`src/rtl/pc_fetch_ctrl_pkg.sv`:
```
`default_nettype none
// ----------------------------------------------------------------------------
// pc_fetch_ctrl_pkg : shared widths, reset PC and fetch-controller state type
// Revision 1.0
// ----------------------------------------------------------------------------
package pc_fetch_ctrl_pkg;

  localparam int XLEN   = 64;
  localparam int INST_W = 32;

  localparam logic [XLEN-1:0] DEFAULT_RESET_PC = 64'h0000_0000_8000_0000;

  typedef enum logic [2:0] {
    ST_IDLE   = 3'd0,
    ST_FETCH  = 3'd1,
    ST_WAIT   = 3'd2,
    ST_EXEC   = 3'd3,
    ST_HALTED = 3'd4,
    ST_FAULT  = 3'd5
  } fetch_state_e;

endpackage : pc_fetch_ctrl_pkg
`default_nettype wire

```
`src/rtl/pc_fetch_ctrl.sv`:
```
`default_nettype none
// ----------------------------------------------------------------------------
// pc_fetch_ctrl : single-issue fetch/execute sequencer owning PC and retire count
// Revision 1.0
// ----------------------------------------------------------------------------
module pc_fetch_ctrl
  import pc_fetch_ctrl_pkg::*;
#(
  parameter logic [XLEN-1:0] RESET_PC = DEFAULT_RESET_PC
) (
  input  logic              clk,
  input  logic              rst,
  output logic              ifu_req_valid,
  input  logic              ifu_req_ready,
  output logic [XLEN-1:0]   ifu_req_addr,
  input  logic              ifu_resp_valid,
  input  logic [INST_W-1:0] ifu_resp_inst,
  input  logic              ifu_resp_err,
  output logic [XLEN-1:0]   pc,
  output logic [INST_W-1:0] inst,
  output logic              inst_valid,
  input  logic              exu_done,
  input  logic [XLEN-1:0]   next_pc,
  input  logic              halt,
  output logic              halted,
  output logic              fault,
  output logic [XLEN-1:0]   retired
);

  fetch_state_e      state_q, state_d;
  logic [XLEN-1:0]   pc_q, pc_d;
  logic [INST_W-1:0] inst_q, inst_d;
  logic [XLEN-1:0]   retired_q, retired_d;

  always_ff @(posedge clk or posedge rst) begin
    if (rst) begin
      state_q   <= ST_IDLE;
      pc_q      <= RESET_PC;
      inst_q    <= '0;
      retired_q <= '0;
    end else begin
      state_q   <= state_d;
      pc_q      <= pc_d;
      inst_q    <= inst_d;
      retired_q <= retired_d;
    end
  end

  always_comb begin
    state_d   = state_q;
    pc_d      = pc_q;
    inst_d    = inst_q;
    retired_d = retired_q;
    case (state_q)
      ST_IDLE:  state_d = ST_FETCH;
      ST_FETCH: if (ifu_req_ready) state_d = ST_WAIT;
      ST_WAIT: begin
        if (ifu_resp_valid) begin
          if (ifu_resp_err) begin
            state_d = ST_FAULT;
          end else begin
            inst_d  = ifu_resp_inst;
            state_d = ST_EXEC;
          end
        end
      end
      ST_EXEC: begin
        // halt wins over a misaligned target: ebreak retires regardless of next_pc
        if (exu_done) begin
          if (halt) begin
            retired_d = retired_q + 64'd1;
            state_d   = ST_HALTED;
          end else if (next_pc[1]) begin
            state_d = ST_FAULT;
          end else begin
            pc_d      = next_pc;
            retired_d = retired_q + 64'd1;
            state_d   = ST_FETCH;
          end
        end
      end
      ST_HALTED: state_d = ST_HALTED;
      ST_FAULT:  state_d = ST_FAULT;
      default:   state_d = ST_IDLE;
    endcase
  end

  assign ifu_req_valid = (state_q == ST_FETCH);
  assign ifu_req_addr  = pc_q;
  assign inst_valid    = (state_q == ST_EXEC);
  assign halted        = (state_q == ST_HALTED);
  assign fault         = (state_q == ST_FAULT);
  assign pc            = pc_q;
  assign inst          = inst_q;
  assign retired       = retired_q;

endmodule : pc_fetch_ctrl
`default_nettype wire

```
`config.mk`:
```
export PLATFORM = sky130hd
export DESIGN_NAME = pc_fetch_ctrl
export DESIGN_NICKNAME = d
export VERILOG_FILES = /design/src/rtl/pc_fetch_ctrl_pkg.sv /design/src/rtl/pc_fetch_ctrl.sv
export SDC_FILE = /design/constraint.sdc
export NUM_CORES = 1
export LEC_CHECK = 0
export ABC_AREA = 1
export BUFFER_PORTS_ARGS = -buffer_cell sky130_fd_sc_hd__buf_2
export CAP_MARGIN = 0
export CORE_MARGIN = 3
export CORE_UTILIZATION = 49
export DETAILED_ROUTE_END_ITERATION = 12
export MAX_ROUTING_LAYER = met4
export PLACE_DENSITY = 0.81
export SETUP_SLACK_MARGIN = 0.15
export SLEW_MARGIN = 20
export SYNTH_ARGS = -nofsm -noshare
export SYNTH_HDL_FRONTEND = slang
export SYNTH_SLANG_ARGS = --single-unit
```
`constraint.sdc`:
```
create_clock -name clk -period 7.1 [get_ports clk]
set_input_delay 1.42 -clock clk [delete_from_list [all_inputs] [get_ports clk]]
set_output_delay 1.42 -clock clk [all_outputs]
set_load 0.02 [all_outputs]
```
==> results of run 1 <==
[area by class of cell]
cell class	instances	area, µm²
flip-flops and latches	162	4060
multi-input cells	529	3160
clock inverters	13	151
inverters	69	265
clock buffers	19	453
well taps	216	270
fillers	1318	5930
repair buffers	331	1660
[kinds of logic after synthesis]
group / after synthesis
compound gates: 21
mux: 95
other cells: 1
flops: 162
fa+ha+maj: 1
simple gates: 376
xor+xnor: 34
buf+inv: 145
[sequential cells by signal (all words and copies together), names as in the netlist]
name	cells
state_q	3
inst	32
ifu_req_addr	63
retired	64
[routing by layer]
metal  track usage (%)  up-vias
li1                  -     3149
met1              29.4     3256
met2              43.7      334
met3              6.00       55
met4              12.6        0
met5                 -        -
[worst max-delay path: stages, from the launching register on]
cell and delay (ns):
sky130_fd_sc_hd__dfrtp_1 0.39, sky130_fd_sc_hd__nand2_1 0.13, sky130_fd_sc_hd__nor2_4 0.19, sky130_fd_sc_hd__buf_2 0.21
[per-stage QoR]
step           util (%)  total power, mW
2_1_floorplan         -             2.53
3_5_place_dp       59.0             2.95
4_1_cts            62.8             3.89
5_1_grt            62.8             4.02
3_3_place_gp       59.0             2.91
6_report           62.8             3.86
[placed cells by master (no fill, tap or decap)]
cell / synthesis / routed
sky130_fd_sc_hd__mux2_2: 94 / 94
sky130_fd_sc_hd__a21oi_1: 4 / 4
sky130_fd_sc_hd__clkbuf_16: 0 / 17
sky130_fd_sc_hd__nand3_2: 4 / 4
sky130_fd_sc_hd__nor3_1: 5 / 5
sky130_fd_sc_hd__nand2_2: 4 / 4
sky130_fd_sc_hd__nand4_1: 10 / 10
sky130_fd_sc_hd__clkinvlp_4: 0 / 3
sky130_fd_sc_hd__dfstp_2: 1 / 1
sky130_fd_sc_hd__bufinv_16: 0 / 2
sky130_fd_sc_hd__nor2_2: 7 / 7
sky130_fd_sc_hd__clkinv_4: 0 / 3
sky130_fd_sc_hd__nand3_4: 1 / 1
sky130_fd_sc_hd__conb_1: 1 / 2
sky130_fd_sc_hd__buf_4: 65 / 3
sky130_fd_sc_hd__nor2_1: 109 / 109
sky130_fd_sc_hd__nand3b_1: 15 / 15
sky130_fd_sc_hd__mux2_1: 1 / 1
sky130_fd_sc_hd__o21ai_0: 13 / 13
sky130_fd_sc_hd__xor2_1: 15 / 15
sky130_fd_sc_hd__inv_6: 0 / 4
sky130_fd_sc_hd__xnor2_1: 19 / 19
sky130_fd_sc_hd__ha_1: 1 / 1
sky130_fd_sc_hd__clkbuf_8: 0 / 2
sky130_fd_sc_hd__nand3_1: 27 / 27
sky130_fd_sc_hd__nand2_4: 1 / 1
sky130_fd_sc_hd__dfrtp_1: 161 / 161
sky130_fd_sc_hd__nor2_4: 7 / 7
sky130_fd_sc_hd__o211ai_1: 1 / 1
sky130_fd_sc_hd__clkinv_2: 1 / 2
sky130_fd_sc_hd__nand2_1: 186 / 186
sky130_fd_sc_hd__o21ai_1: 2 / 2
sky130_fd_sc_hd__inv_1: 68 / 67
sky130_fd_sc_hd__buf_2: 9 / 328
sky130_fd_sc_hd__a31oi_1: 1 / 1
sky130_fd_sc_hd__inv_8: 0 / 1
[power groups by stage]
stage          Clock [mW]  Sequential, mW  Combinational, mW
3_3_place_gp            0            1.42               1.49
5_1_grt             0.998            1.45               1.58
3_5_place_dp            0            1.43               1.52
4_1_cts             0.950            1.41               1.52
2_1_floorplan           0            1.72              0.807
6_report            0.936            1.41               1.51
[worst paths after layout]
path / start / end / slack (ns) / cells after the start
worst min register to register: inst[8]$_DFFE_PP0P_ / inst[8]$_DFFE_PP0P_ / 0.50 / 1
worst max-delay path: state_q[0]$_DFFE_PP0P_ / inst_valid / 4.35 / 3
worst min-delay path: inst[8]$_DFFE_PP0P_ / inst[8]$_DFFE_PP0P_ / 0.50 / 1
min in group asynchronous: rst / inst[25]$_DFFE_PP0P_ / 1.16 / 2
worst max register to register: state_q[0]$_DFFE_PP0P_ / retired[45]$_DFFE_PP0P_ / 5.13 / 9
max in group asynchronous: rst / ifu_req_addr[60]$_DFFE_PP0P_ / 4.53 / 3
==> out/metrics.cfg, run 1 <==
[cells_and_area]
final_area_um2=10000
final_cell_count_without_fillers=1339
post_route_cells_drive_above_1_share_pct=43.1
area_growth_pct=24.8
finish.net_count=1214
num_antenna_cells=0

[pwr]
clock_network_fraction_of_total_power_pct=24.2
static-leakage-power_nw=5.30
power_report.internal_total_mw=2.29
switching_share_pct=40.7
netSwitchingPower_mw=1.57
share_comb_of_total_power_pct=39.1
irDropWorstVdd_uv=230
pwr-share-seq_pct=36.6
power_density_nw_per_um2=385

[cts]
post_cts.repair.setup_buffers=0
postCtsResizedCells=0
cts_max_path_buffers=2
tritoncts.num_buffers=17
cts.root.buffer_cell=sky130_fd_sc_hd__clkbuf_16
clock_latency_ns=0.42
cts_hold_buf=0
cts.sink_count=162
number_of_levels_the_h_tree_was_split_into=4
cts_clock_pin_slew_for_the_worst_setup_and_hold_paths_ns=0.06
cts_tree=yes

[critical_path]
crit_arrival_ns=1.33
worst_setup_path_start_kind=flop
critPathKind=flop to output pin
required_ns=5.68
critical_path.endpoint_type=output pin
cp_max_fo=6

[synth]
synth_area_leader=sky130_fd_sc_hd__dfrtp_1
yosys_cell_types=31
synth_simple_gate_area_share_pct=20.7
synth_adder_area_share_pct=0.156
synth.top_cell.area_share_pct=50.2
yosys-mux-area-fraction_pct=13.3
main_flop_type_after_synthesis=sky130_fd_sc_hd__dfrtp_1
syn-instance-count=835
synth.ff_latch_count=162
synth-edff-count=0
postSynth.asyncResetShare_pct=100
synth_xor_area_share_pct=3.71
yosys-top-cells-area=sky130_fd_sc_hd__dfrtp_1 50%, sky130_fd_sc_hd__mux2_2 13%, sky130_fd_sc_hd__nand2_1 8.7%
synth_area_per_cell_um2=9.61
yosysMostFrequentCell=sky130_fd_sc_hd__nand2_1
synth_top_family_by_area=simple AND/OR/NAND/NOR gates
ys.warnings.count=0
mappedNetlistArea_um2=8030
sequential_area_share_after_synthesis_pct=50.5
synth_compound_area_share_pct=1.36
yosys-top-cells-count=186 x sky130_fd_sc_hd__nand2_1, 161 x sky130_fd_sc_hd__dfrtp_1, 109 x sky130_fd_sc_hd__nor2_1, 94 x sky130_fd_sc_hd__mux2_2, 68 x sky130_fd_sc_hd__inv_1

[timing]
fin_skew_ns=0.00858
unrepaired_setup_endpoints_after_global_routing=no
finalSetupViolCount=0
totalNegativeSetupSlack_ns=0
tightest_slew_ns=0.867
max_freq_mhz=363
finalHoldViolations=0
final.period_utilization_pct=38.8
worst_slew_margin_relative_to_its_limit_pct=42.2
postLayoutSetupSlackWorst_ns=4.35
whs_ns=0.499
final-max-slew-violation-count=0
min_period_ns=2.75

[drt]
drt_first_pass_iters=5
antenna_left=0
first_iteration_detailed_routing_drc_count=370
met2RoutedLength_um=11900
routed_via_density=5.07
drt-wirelength-per-cell_um=17.4
routed_wl_um=23300
wirelength_met1_um=8690
dr_wl_met3_um=1790
drt_drc_violations_left=0
dr.max_layer_used=met4
vias=6794

[placement]
place.detailed.hpwl_um=18300
port_buffers=328
preCtsSetupSlack_ns=3.98
routabilityCongestion=0.936
placed_cells=1307
placement.cell_area_um2=9410

[global_route]
first_global_vias=6656
grt_max_degree=94
grt_util_all_layers_pct=26.0
grt_antenna_before_repair=0
global_route.overflow_total=0
grt_pass1_wl_um=35100

[die]
placementRows=46
floorplan_core_area_um2=15900
die_width_um=134
boundaryPins=331
chipHeight_um=134
initial_core_util_pct=50.3
floorplan.die_area_um2=18000

[flow_run]
maxCapViolations=0

[run_status]
status=complete, no violations

[min_path]
hp-class=flop to flop

No activity file was read; power rests on OpenSTA's default activity.
==> inputs of run 2 (changes only) <==
Settings changed: CORE_UTILIZATION 49 to 44, PLACE_DENSITY 0.81 to 0.77.
Clock period 7.1 ns to 2.4 ns, I/O delays scaled along.
==> run 2 against run 1 <==
  * Global-route usage decreased by 2.3 points
  * Clock-buffer cell count is 1 lower
  * Clock power grew to 2.9 times the previous value
  * Sequential share of layout area shrank 0.34 points
  * Largest cell class unchanged
  * Largest power group unchanged
  * Highest routed layer unchanged
==> out/metrics.cfg, run 2 (synthesized netlist as in run 1, its figures left out) <==
[cells_and_area]
final_area_um2=10100  ; +0.85%
post_route_cells_drive_above_1_share_pct=43.3  ; +0.16 points
largest_register_ff_count=64  ; unchanged
final_common_cell=sky130_fd_sc_hd__buf_2
num-fill-cells=1555  ; +18%
area_growth_pct=25.8
finish.net_count=1219  ; +0.41%
final_cell_count_without_fillers=1354  ; +1.1%
mostFrequentLayoutCells=328 x sky130_fd_sc_hd__buf_2, 186 x sky130_fd_sc_hd__nand2_1, 161 x sky130_fd_sc_hd__dfrtp_1

[timing]
finalSetupViolCount=0  ; unchanged
max_freq_mhz=526
fin_skew_ns=0.00989  ; +0.00131 ns
final.period_utilization_pct=79.3
totalNegativeSetupSlack_ns=0  ; unchanged
tightest_slew_ns=0.544  ; -0.323 ns
final-max-slew-violation-count=0  ; unchanged
finalHoldViolations=0  ; unchanged
min_period_ns=1.90
worst_slew_margin_relative_to_its_limit_pct=63.7  ; +22 points
postLayoutSetupSlackWorst_ns=0.498  ; -3.85 ns
unrepaired_setup_endpoints_after_global_routing=no

[pwr]
total_power_mw=11.3  ; +190%
power_density_nw_per_um2=1120  ; +190%
irDropWorstVdd_uv=997  ; +330%
static-leakage-power_nw=5.33  ; +0.71%

[global_route]
grt_pass1_wl_um=35600  ; +1.6%
grt_util_all_layers_pct=23.7  ; -2.3 points
grt_antenna_before_repair=1  ; +1
grt_max_degree=84  ; -11%
first_global_vias=6530  ; -1.9%
global_route.overflow_total=0  ; unchanged

[critical_path]
worst_setup_path_start_kind=flop
critical_path.endpoint_type=flop
crit_arrival_ns=2.21  ; +0.88 ns
cp_max_fo=15  ; +9
required_ns=2.71  ; -2.97 ns
critPathKind=flop to flop

[placement]
placed_cells=1321  ; +1.1%
place.detailed.hpwl_um=18600  ; +1.8%
placement.cell_area_um2=9520  ; +1.2%
routabilityCongestion=0.964  ; +3.0%
preCtsSetupSlack_ns=0.445  ; -3.53 ns
port_buffers=328  ; unchanged

[die]
chipHeight_um=141  ; +5.3%
boundaryPins=331  ; unchanged
floorplan.die_area_um2=19900  ; +11%
placementRows=48  ; +4.3%
floorplan_core_area_um2=17600  ; +10%
initial_core_util_pct=45.6  ; -4.7 points
die_width_um=141  ; +5.3%

[cts]
cts.root.buffer_cell=sky130_fd_sc_hd__clkbuf_16
tritoncts.num_buffers=17  ; unchanged
cts.sink_count=162  ; unchanged
post_cts.repair.setup_buffers=0  ; unchanged
clock_latency_ns=0.43  ; about the same
cts_hold_buf=0  ; unchanged
cts_tree=yes
number_of_levels_the_h_tree_was_split_into=4  ; unchanged
cts_clock_pin_slew_for_the_worst_setup_and_hold_paths_ns=0.07  ; about the same
postCtsResizedCells=0  ; unchanged
cts_max_path_buffers=2  ; unchanged

[drt]
drt_drc_violations_left=0  ; unchanged
routed_via_density=4.97  ; -2.0%
antenna_left=0  ; unchanged
first_iteration_detailed_routing_drc_count=433  ; +17%
routed_wl_um=23400  ; +0.56%
vias=6733  ; -0.90%
drt_first_pass_iters=5  ; unchanged
drt-wirelength-per-cell_um=17.3  ; -0.55%

[min_path]
hp-class=primary input to async pin

[flow_run]
maxCapViolations=0  ; unchanged

[run_status]
status=complete, no violations

[run 2: final timing paths]
check	startpoint	to	slack [ns]	cells after the start
max	state_q[0]$_DFFE_PP0P_	retired[39]$_DFFE_PP0P_	0.50	7
min	rst	inst[28]$_DFFE_PP0P_	0.03	2
max reg2reg	state_q[0]$_DFFE_PP0P_	retired[39]$_DFFE_PP0P_	0.50	7
min reg2reg	inst[9]$_DFFE_PP0P_	inst[9]$_DFFE_PP0P_	0.50	1
max in group asynchronous	rst	ifu_req_addr[56]$_DFFE_PP0P_	1.63	3
min in group clk	next_pc[40]	ifu_req_addr[40]$_DFFE_PP0P_	0.28	2
[run 2: power breakdown]
group | internal (mW) | total, mW | switching, mW
clock network | 1.47 | 2.67 | 1.21
logic | 1.62 | 4.44 | 2.82
registers | 3.56 | 4.15 | 0.592
[run 2: stage by stage]
stage	util, %	hold WS, ns
final	57.4	0.0259
after global routing	57.4	0.0356
after CTS	57.4	0.0241
after detailed placement	54.1	0.485
after global placement	54.1	0.468
after floorplan	-	0.577
[run 2: per-layer routing]
metal	part of all wire, %	vias to the layer above	wire, µm	GRT usage, %
met5	0	-	0	-
met4	3.6	0	855	10.0
met3	6.9	54	1610	5.26
met2	52	275	12200	41.5
met1	37	3247	8730	25.9
li1	-	3157	-	-
[run 2: area by class of cell]
class / instances / area [µm²] / share of cell area [%]
sequential: 162 / 4060 / 40.2
multi-input combinational: 529 / 3160 / 31.2
timing repair buffer: 336 / 1760 / 17.5
clock buffer: 18 / 429 / 4.25
tap: 225 / 282 / 2.79
inverter: 69 / 264 / 2.61
clock inverter: 14 / 148 / 1.46
antenna: 1 / 2.50 / 0.0248
[run 2: worst max-delay path, stage by stage (launching register included)]
cell                       delay, ns
sky130_fd_sc_hd__dfrtp_1        0.39
sky130_fd_sc_hd__nand2_1        0.12
sky130_fd_sc_hd__nor2_4         0.19
sky130_fd_sc_hd__nand3_4        0.22
sky130_fd_sc_hd__clkinv_2       0.28
sky130_fd_sc_hd__nand3_1        0.27
sky130_fd_sc_hd__o21ai_0        0.24
sky130_fd_sc_hd__nand2_1        0.07
